$ cat src/rtl/lcd_scan_ctrl.sv
// rtl/lcd_scan_ctrl.sv - six-digit HH:MM:SS 7-segment scan driver sharing one binary-to-segment converter
// Optional leading-zero blanking of the hours tens digit: define LCD_SCAN_LZB_EN.
module lcd_scan_ctrl #(
    parameter int SCAN_DIV = 1000
) (
    input  logic       Clk,
    input  logic       Reset_n,
    input  logic [6:0] Hrs,
    input  logic [6:0] Mins,
    input  logic [6:0] Secs,
    input  logic [6:0] AHrs,
    input  logic [6:0] AMins,
    input  logic       Show_alarm,
    output logic [6:0] Conv_bin,
    input  logic [6:0] Conv_seg1,
    input  logic [6:0] Conv_seg0,
    output logic [6:0] Seg_out,
    output logic [5:0] Dig_en,
    output logic       Frame_done
);

    typedef enum logic [2:0] {SNAP, CONV_H, CONV_M, CONV_S, HOLD} state_t;

    localparam logic [15:0] CNT_LAST = 16'(SCAN_DIV - 1);

    state_t           state;
    state_t           state_nxt;
    logic [15:0]      scan_cnt;
    logic [2:0]       dig_idx;
    logic [2:0]       dig_idx_nxt;
    logic             scan_wrap;
    logic             frame_end;
    logic             commit;
    logic [6:0]       snap_h;
    logic [6:0]       snap_m;
    logic [6:0]       snap_s;
    logic             snap_alarm;
    logic [6:0]       conv_last;
    logic [5:0][6:0]  shadow;
    logic [5:0][6:0]  disp;
    logic [5:0][6:0]  disp_nxt;
    logic [13:0]      conv_pair;
    logic [13:0]      hrs_pair;
    logic [13:0]      mins_pair;
    logic [13:0]      secs_pair;

    assign scan_wrap = (scan_cnt == CNT_LAST);
    assign frame_end = scan_wrap && (dig_idx == 3'd5);
    assign commit    = (state == HOLD) && frame_end;
    assign conv_pair = {Conv_seg1, Conv_seg0};

    always_comb begin
        dig_idx_nxt = dig_idx;
        if (scan_wrap) begin
            dig_idx_nxt = (dig_idx == 3'd5) ? 3'd0 : dig_idx + 3'd1;
        end
    end

    always_ff @(posedge Clk or negedge Reset_n) begin
        if (!Reset_n) begin
            scan_cnt <= 16'd0;
            dig_idx  <= 3'd0;
        end else begin
            scan_cnt <= scan_wrap ? 16'd0 : scan_cnt + 16'd1;
            dig_idx  <= dig_idx_nxt;
        end
    end

    // Commit coincides with the 5->0 wrap, so digit 0 of the new frame must see the fresh data.
    assign disp_nxt = commit ? shadow : disp;

    always_ff @(posedge Clk or negedge Reset_n) begin
        if (!Reset_n) begin
            Dig_en     <= 6'b000001;
            Seg_out    <= 7'h00;
            disp       <= '0;
            Frame_done <= 1'b0;
        end else begin
            Dig_en     <= 6'(1 << dig_idx_nxt);
            Seg_out    <= disp_nxt[dig_idx_nxt];
            disp       <= disp_nxt;
            Frame_done <= commit;
        end
    end

    always_ff @(posedge Clk or negedge Reset_n) begin
        if (!Reset_n) begin
            state <= SNAP;
        end else begin
            state <= state_nxt;
        end
    end

    always_comb begin
        state_nxt = state;
        Conv_bin  = conv_last;
        case (state)
            SNAP:   state_nxt = CONV_H;
            CONV_H: begin
                state_nxt = CONV_M;
                Conv_bin  = snap_h;
            end
            CONV_M: begin
                state_nxt = CONV_S;
                Conv_bin  = snap_m;
            end
            CONV_S: begin
                state_nxt = HOLD;
                Conv_bin  = snap_s;
            end
            HOLD:    state_nxt = frame_end ? SNAP : HOLD;
            default: state_nxt = SNAP;
        endcase
    end

    always_comb begin
        hrs_pair  = (snap_h > 7'd99) ? 14'd0 : conv_pair;
        mins_pair = (snap_m > 7'd99) ? 14'd0 : conv_pair;
        secs_pair = (snap_s > 7'd99 || snap_alarm) ? 14'd0 : conv_pair;
`ifdef LCD_SCAN_LZB_EN
        if (snap_h < 7'd10) begin
            hrs_pair[13:7] = 7'h00;
        end
`endif
    end

    always_ff @(posedge Clk or negedge Reset_n) begin
        if (!Reset_n) begin
            snap_h     <= 7'h00;
            snap_m     <= 7'h00;
            snap_s     <= 7'h00;
            snap_alarm <= 1'b0;
            conv_last  <= 7'h00;
            shadow     <= '0;
        end else begin
            conv_last <= Conv_bin;
            case (state)
                SNAP: begin
                    if (Show_alarm) begin
                        snap_h     <= AHrs;
                        snap_m     <= AMins;
                        snap_s     <= 7'h00;
                        snap_alarm <= 1'b1;
                    end else begin
                        snap_h     <= Hrs;
                        snap_m     <= Mins;
                        snap_s     <= Secs;
                        snap_alarm <= 1'b0;
                    end
                end
                CONV_H:  shadow[5:4] <= hrs_pair;
                CONV_M:  shadow[3:2] <= mins_pair;
                CONV_S:  shadow[1:0] <= secs_pair;
                default: ;
            endcase
        end
    end

endmodule

$ cat config.mk
export PLATFORM = sky130hd
export DESIGN_NAME = lcd_scan_ctrl
export DESIGN_NICKNAME = d
export VERILOG_FILES = /design/src/rtl/lcd_scan_ctrl.sv
export SDC_FILE = /design/constraint.sdc
export NUM_CORES = 1
export LEC_CHECK = 0
export ABC_AREA = 1
export CAP_MARGIN = 20
export CORE_MARGIN = 3
export CORE_UTILIZATION = 51
export DETAILED_ROUTE_END_ITERATION = 16
export GPL_TIMING_DRIVEN = 0
export HOLD_SLACK_MARGIN = 0.06
export PLACE_DENSITY = 0.76
export SLEW_MARGIN = 30
export SYNTH_ARGS = -nofsm -noshare
export SYNTH_HDL_FRONTEND = slang
export SYNTH_SLANG_ARGS = --single-unit
$ cat constraint.sdc
create_clock -name Clk -period 1.8 [get_ports Clk]
set_clock_uncertainty 0.05 [all_clocks]
set_input_delay 0.18 -clock Clk [delete_from_list [all_inputs] [get_ports Clk]]
set_output_delay 0.18 -clock Clk [all_outputs]
set_load 0.005 [all_outputs]
After elaboration in Yosys (flattened, before gate mapping)
Index checks and enable logic that the tools add are counted.
- register bits: 149
- latch bits: 0
- memory bits (writable): 0
- ROM bits: 0
- input bits: 52
- output and inout bits: 21
- word-level logic and storage cells: 56
- memories kept: 0
- add/sub/neg operators: 2
- $mul: 0
- divide/modulo/power cells: 0
- order comparisons: 4
- equal/unequal tests: 6
- shift operators: 1
- mux-type cells: 16
- bitwise logic cells: 0
- reductions and logical operators: 4
- operator list (cell ; number):
    two-way mux 14 bit ; 3
    two-way mux 42 bit ; 1
    two-way mux 7 bit ; 4
    binary-select mux 7 bit (select 3 bit) ; 1
    > comparator 7 bit, second input constant ; 3
    one-hot mux 7 bit (3 select lines) ; 1
    adder 16 x 1 -> 16 bit, second input constant ; 1
    equality test 16 x 10 -> 1 bit, second input constant ; 1
    two-way mux 16 bit ; 1
    one-hot mux 3 bit (5 select lines) ; 1
    two-way mux 3 bit ; 3
    equality test 3 x 2 -> 1 bit, second input constant ; 2
    equality test 3 bit, second input constant ; 2
    << shifter 1 x 3 -> 6 bit, first input constant ; 1
    < comparator 3 x 4 -> 1 bit, second input constant ; 1
    adder 3 x 1 -> 3 bit, second input constant ; 1
    equality test 3 x 1 -> 1 bit, second input constant ; 1
    logical NOT 3 bit ; 1
    logical AND 1 bit ; 2
    logical OR 1 bit ; 1
    two-way mux 1 bit ; 1

Logic depth before layout (Yosys ltp)
- word-level depth: 6
- depth in mapped cells: 14
- depth with buffers taken out: 14

Least setup slack after synthesis
OpenSTA, ideal clock, no wires.
- path type: register to register
- start: reg scan_cnt[0]
- end: reg Seg_out[4]
- setup time: 120 ps
- data arrival time: 1630 ps
- required time: 1630 ps
- slack: 0 ps
- stages on the path, launching flop included: 14
- path buffers: 1
- clock period less this slack: 1800 ps
- path through: dfrtp_1 ha_1 nand2_1 inv_2 nand2_1 nor2_2 nand4_2 inv_2 buf_4 nand2_1 o21ai_0 nor2_1 a21oi_1 nand2_1
- longest elaborated chain between the ends: 6
- elaborated cells between the ends (all ways): 7
- classes of those cells: eq/ne (1); mux (4); reduce/logical (2)
- RTL lines (item ; line ; text):
    start, declared ; 28 ; logic [15:0] scan_cnt;
    start signal, assigned ; 64 ; scan_cnt <= scan_wrap ? 16'd0 : scan_cnt + 16'd1;
    equality test 16 x 10 -> 1 bit ; 47 ; assign scan_wrap = (scan_cnt == CNT_LAST);
    logical AND 1 bit ; 48 ; assign frame_end = scan_wrap && (dig_idx == 3'd5);
    logical AND 1 bit ; 49 ; assign commit = (state == HOLD) && frame_end;
    named net commit ; 33 ; logic commit;
    two-way mux 42 bit ; 70 ; assign disp_nxt = commit ? shadow : disp;
    binary-select mux 7 bit (select 3 bit) ; 80 ; Seg_out <= disp_nxt[dig_idx_nxt];
    two-way mux 7 bit (implied by the code) ; 80 ;
    end signal, assigned ; 80 ;
    end, declared ; 17 ; output logic [6:0] Seg_out,
The timed path passes the listed nets, and every way through them passes these cells. The select of a mux whose other input is x is not followed.
A chain may end at the register's enable or synchronous reset.

Worst setup path after layout
- start: reg scan_cnt[0]
- end: reg Seg_out[6]
- longest elaborated chain between the ends: 6
- elaborated cells between the ends (all ways): 7
- classes of those cells: eq/ne (1); mux (4); reduce/logical (2)
- RTL lines (item ; line):
    equality test 16 x 10 -> 1 bit (*) ; 47
    logical AND 1 bit ; 48
    logical AND 1 bit ; 49
    two-way mux 42 bit ; 70
    binary-select mux 7 bit (select 3 bit) (*) ; 80
    two-way mux 7 bit (implied by the code) (*) ; 80
Mark *: on every way between the ends. The rest lies on a longest branch, timed or not. The select of a mux whose other input is x is not followed.

==> flow_summary.json <==
{
  "holdPathStages": 4,
  "hold_path_end": "snap_m[1]",
  "cts-root-buf": "clkbuf_16",
  "path_clk_slew_ps": 60,
  "drt-initial-drc-count": 697,
  "worstHoldStart": "Show_alarm",
  "crit_slowest_cell": "dfrtp_1",
  "synth_area_um2": 6540,
  "io_buffers": 71,
  "layout_setup_ws_ps": -307,
  "num_rows": 40,
  "grt_pass1_wl_um": 30800,
  "routedWlPerCell_um": 17.4,
  "syn_avg_cell_area_um2": 8.43,
  "period_needed_ps": 2110,
  "crit_type": "flop to flop",
  "fill_cells": 817,
  "synth_compound_area_share_pct": 8.87,
  "dp.cells": 1016,
  "r2r_cells": 13,
  "grt_setup_unrepaired": "yes",
  "cts_sinks": 149,
  "synth_seq_area_share_pct": 57.0,
  "grt-ovfl-total": 0,
  "synthArstFlopShare_pct": 100,
  "htree_num_levels": 4,
  "worst_slew_pin_slew_ps": 628,
  "top_usage_layer": "met2",
  "dieArea_um2": 14200,
  "layout_commonest_cell": "nand2_1",
  "drv_slew": 0,
  "slew-limit-headroom_pct": 58.1,
  "syn_inst": 776,
  "hpwl_um": 11800,
  "violations": "negative setup slack",
  "path_max_fanout": 6,
  "synth_top_family_by_area": "simple AND/OR/NAND/NOR gates",
  "synthTopCellsByArea": "dfrtp_1, nand2_1, inv_1",
  "n_antenna_cell": 0,
  "grtUsageMet2_pct": 43.4,
  "finalSetupViolCount": 30,
  "reg2reg_from": "scan_cnt[0]",
  "initial_core_util_pct": 53.4,
  "dp_worst_setup_slack_ps": -879,
  "viasPerCell": 5.50,
  "holdWs_ps": 193,
  "grt_pass1_vias": 6170,
  "antenna_found_initial": 0,
  "ios": 73,
  "start_kind": "flop",
  "synthXorXnorAreaFrac_pct": 0.669,
  "core_area_um2": 12300,
  "r2r_setup_slack_ps": -310,
  "cts_buffers": 17,
  "clk_path_buf_depth": 2,
  "cts_tree": "yes",
  "dieWidth_um": 119,
  "worst-path-stages": 13,
  "yosys.area_share.simple_pct": 26.1,
  "final_cell_mix": "nand2_1, dfrtp_1, inv_1, clkdlybuf4s50_1, nand3_1",
  "timing.fmax_mhz": 475,
  "area_growth_pct": 40.0,
  "cellPowerDensity_nw_per_um2": 784,
  "synth_fa_ha_area_share_pct": 0.191,
  "nets": 983,
  "slowest_delay_ps": 370,
  "arrival_ps": 2360,
  "track_usage_pct": 27.4,
  "yosysUniqueCellTypes": 34,
  "hold_path_class": "input port to flop",
  "ys_warn_count": 0,
  "crit_buf_inv": 1,
  "die_y_um": 119,
  "power.leakage_uw": 0.00471,
  "worstPathRequired_ps": 2050,
  "stdcell_count": 1108,
  "status": "finished, violations left",
  "drc": 0,
  "drive_gt1_share_pct": 24.4,
  "postRouteAntennaNets": 0,
  "crit_path_cell_trace": "ha_2, nand2_2, nor2_1, nand2_1, nor2_4, nand2_2, nand2_4, nor2_4, buf_6, nand2_1, nand2_2, o21ai_2, nand2_1",
  "synth-main-ff-cell": "dfrtp_1",
  "met1_usage_pct": 35.4,
  "totalWireLength_um": 19300,
  "maxCapViolations": 0,
  "r2r_end": "Seg_out[6]",
  "use_met3_pct": 7.83,
  "hold_viol_final": 0,
  "critical_path.top_delay_family": "simple AND/OR/NAND/NOR gates",
  "vias": 6099,
  "dr.pass1.iters": 5,
  "yosys.area.top_type": "dfrtp_1",
  "insertion_delay_ps": 420,
  "syn_nets": 829,
  "ys_seq_elements": 149,
  "synth_edf_count": 0,
  "cp-end-kind": "flop",
  "ir_worst_vdd_mv": 0.694,
  "grt_max_degree": 83,
  "gp_congestion": 0.887,
  "synth_mux_area_share_pct": 0,
  "synth_top_area_share_pct": 56.6,
  "fin_crit_sh_pct": 117
}
[cell type report]
class                   instances  area, um2  share of cell area (%)
plain buffers                  30        235                    2.57
clock buffers                  23        468                    5.11
clock inverters                 6       55.1                   0.601
inverters                      88        342                    3.73
multi-input cells             508       2850                    31.1
flip-flops and latches        149       3730                    40.8
well taps                     168        210                    2.30
repair buffers                136       1260                    13.8
[flip-flops by register name (all words and copies together), names as in the netlist]
signal	flops
Frame_done	1
Dig_en	6
Seg_out	7
conv_last	7
disp	42
snap_m	7
shadow	42
snap_s	7
dig_idx	3
snap_h	7
snap_alarm	1
scan_cnt	16
state	3
[report_power, final]
part | switching [uW] | internal (uW) | total [uW]
clock | 1290 | 1940 | 3230
sequential | 77.5 | 3460 | 3540
combinational | 231 | 179 | 411
total | 1600 | 5580 | 7180
[metrics by stage]
stage	util [%]	area [um2]	setup TNS [ps]	total power, uW
final	74.7	9160	-4450	7180
after detailed placement	61.1	7500	-20110	3970
after CTS	72.1	8840	-3800	7170
after floorplan	-	6540	0	3700
after global routing	74.7	9160	-8560	7430
after global placement	60.9	7460	-787750	3950
[cell families (layout without fill, tap and decap cells)]
logic type               Yosys count  after routing
buffers and inverters            120            283
AO/OA/AOI/OAI                    103            103
XOR/XNOR                           5              5
flip-flops                       149            149
adder cells (fa/ha/maj)            1              1
AND/OR/NAND/NOR                  398            399
[synth_stat cells, types with 2 or more instances]
| cell type | count |
|---|---|
| nor2_2 | 4 |
| o21a_1 | 8 |
| nand2_2 | 2 |
| o2111ai_1 | 2 |
| nor2_4 | 2 |
| buf_4 | 2 |
| o21ai_1 | 8 |
| inv_1 | 81 |
| a21oi_1 | 15 |
| nor2_1 | 35 |
| nand4_1 | 31 |
| dfrtp_1 | 148 |
| nor3_1 | 7 |
| o211ai_1 | 7 |
| o22ai_1 | 5 |
| clkbuf_1 | 19 |
| a31oi_1 | 2 |
| nand3_1 | 52 |
| o21ai_0 | 53 |
| xor2_1 | 4 |
| inv_2 | 7 |
| nand2_1 | 259 |
| buf_2 | 10 |
| o311ai_0 | 2 |
| nor3_2 | 2 |
[metal layers]
| metal | part of all wire [%] | wire length [um] | vias to the layer above |
|---|---|---|---|
| li1 | - | - | 2818 |
| met1 | 41 | 7900 | 2905 |
| met2 | 48 | 9240 | 316 |
| met3 | 8.5 | 1640 | 60 |
| met4 | 2.8 | 536 | 0 |
| met5 | 0 | 0 | - |
[tightest hold or removal path, delay by kind of cell]
kind | cells | cell delay, ps
buffers and inverters | 1 | 190
AOI/OAI and AO/OA | 2 | 140
and+or+nand+nor | 1 | 120
[worst max path at each step]
stage,startpoint,to,slack (ps)
after floorplan,scan_cnt[0],Seg_out[4],0.03
after global placement,Reset_n,Dig_en[5],-5220
after detailed placement,state[2],Conv_bin[2],-880
after CTS,scan_cnt[1],Seg_out[1],-320
after global routing,scan_cnt[0],Seg_out[1],-430
final,scan_cnt[0],Seg_out[6],-310
[repair_timing]
action / in CTS / in global routing
buffers inserted: 40 / 22
pin swaps: 27 / 20
hold buffers: 1 / 0
gates cloned: 4 / 0
endpoints found under the setup margin: 103 / 107
gates resized for setup: 157 / 70
endpoints found under the hold margin: 67 / 0
No activity file was read; power rests on OpenSTA's default activity.
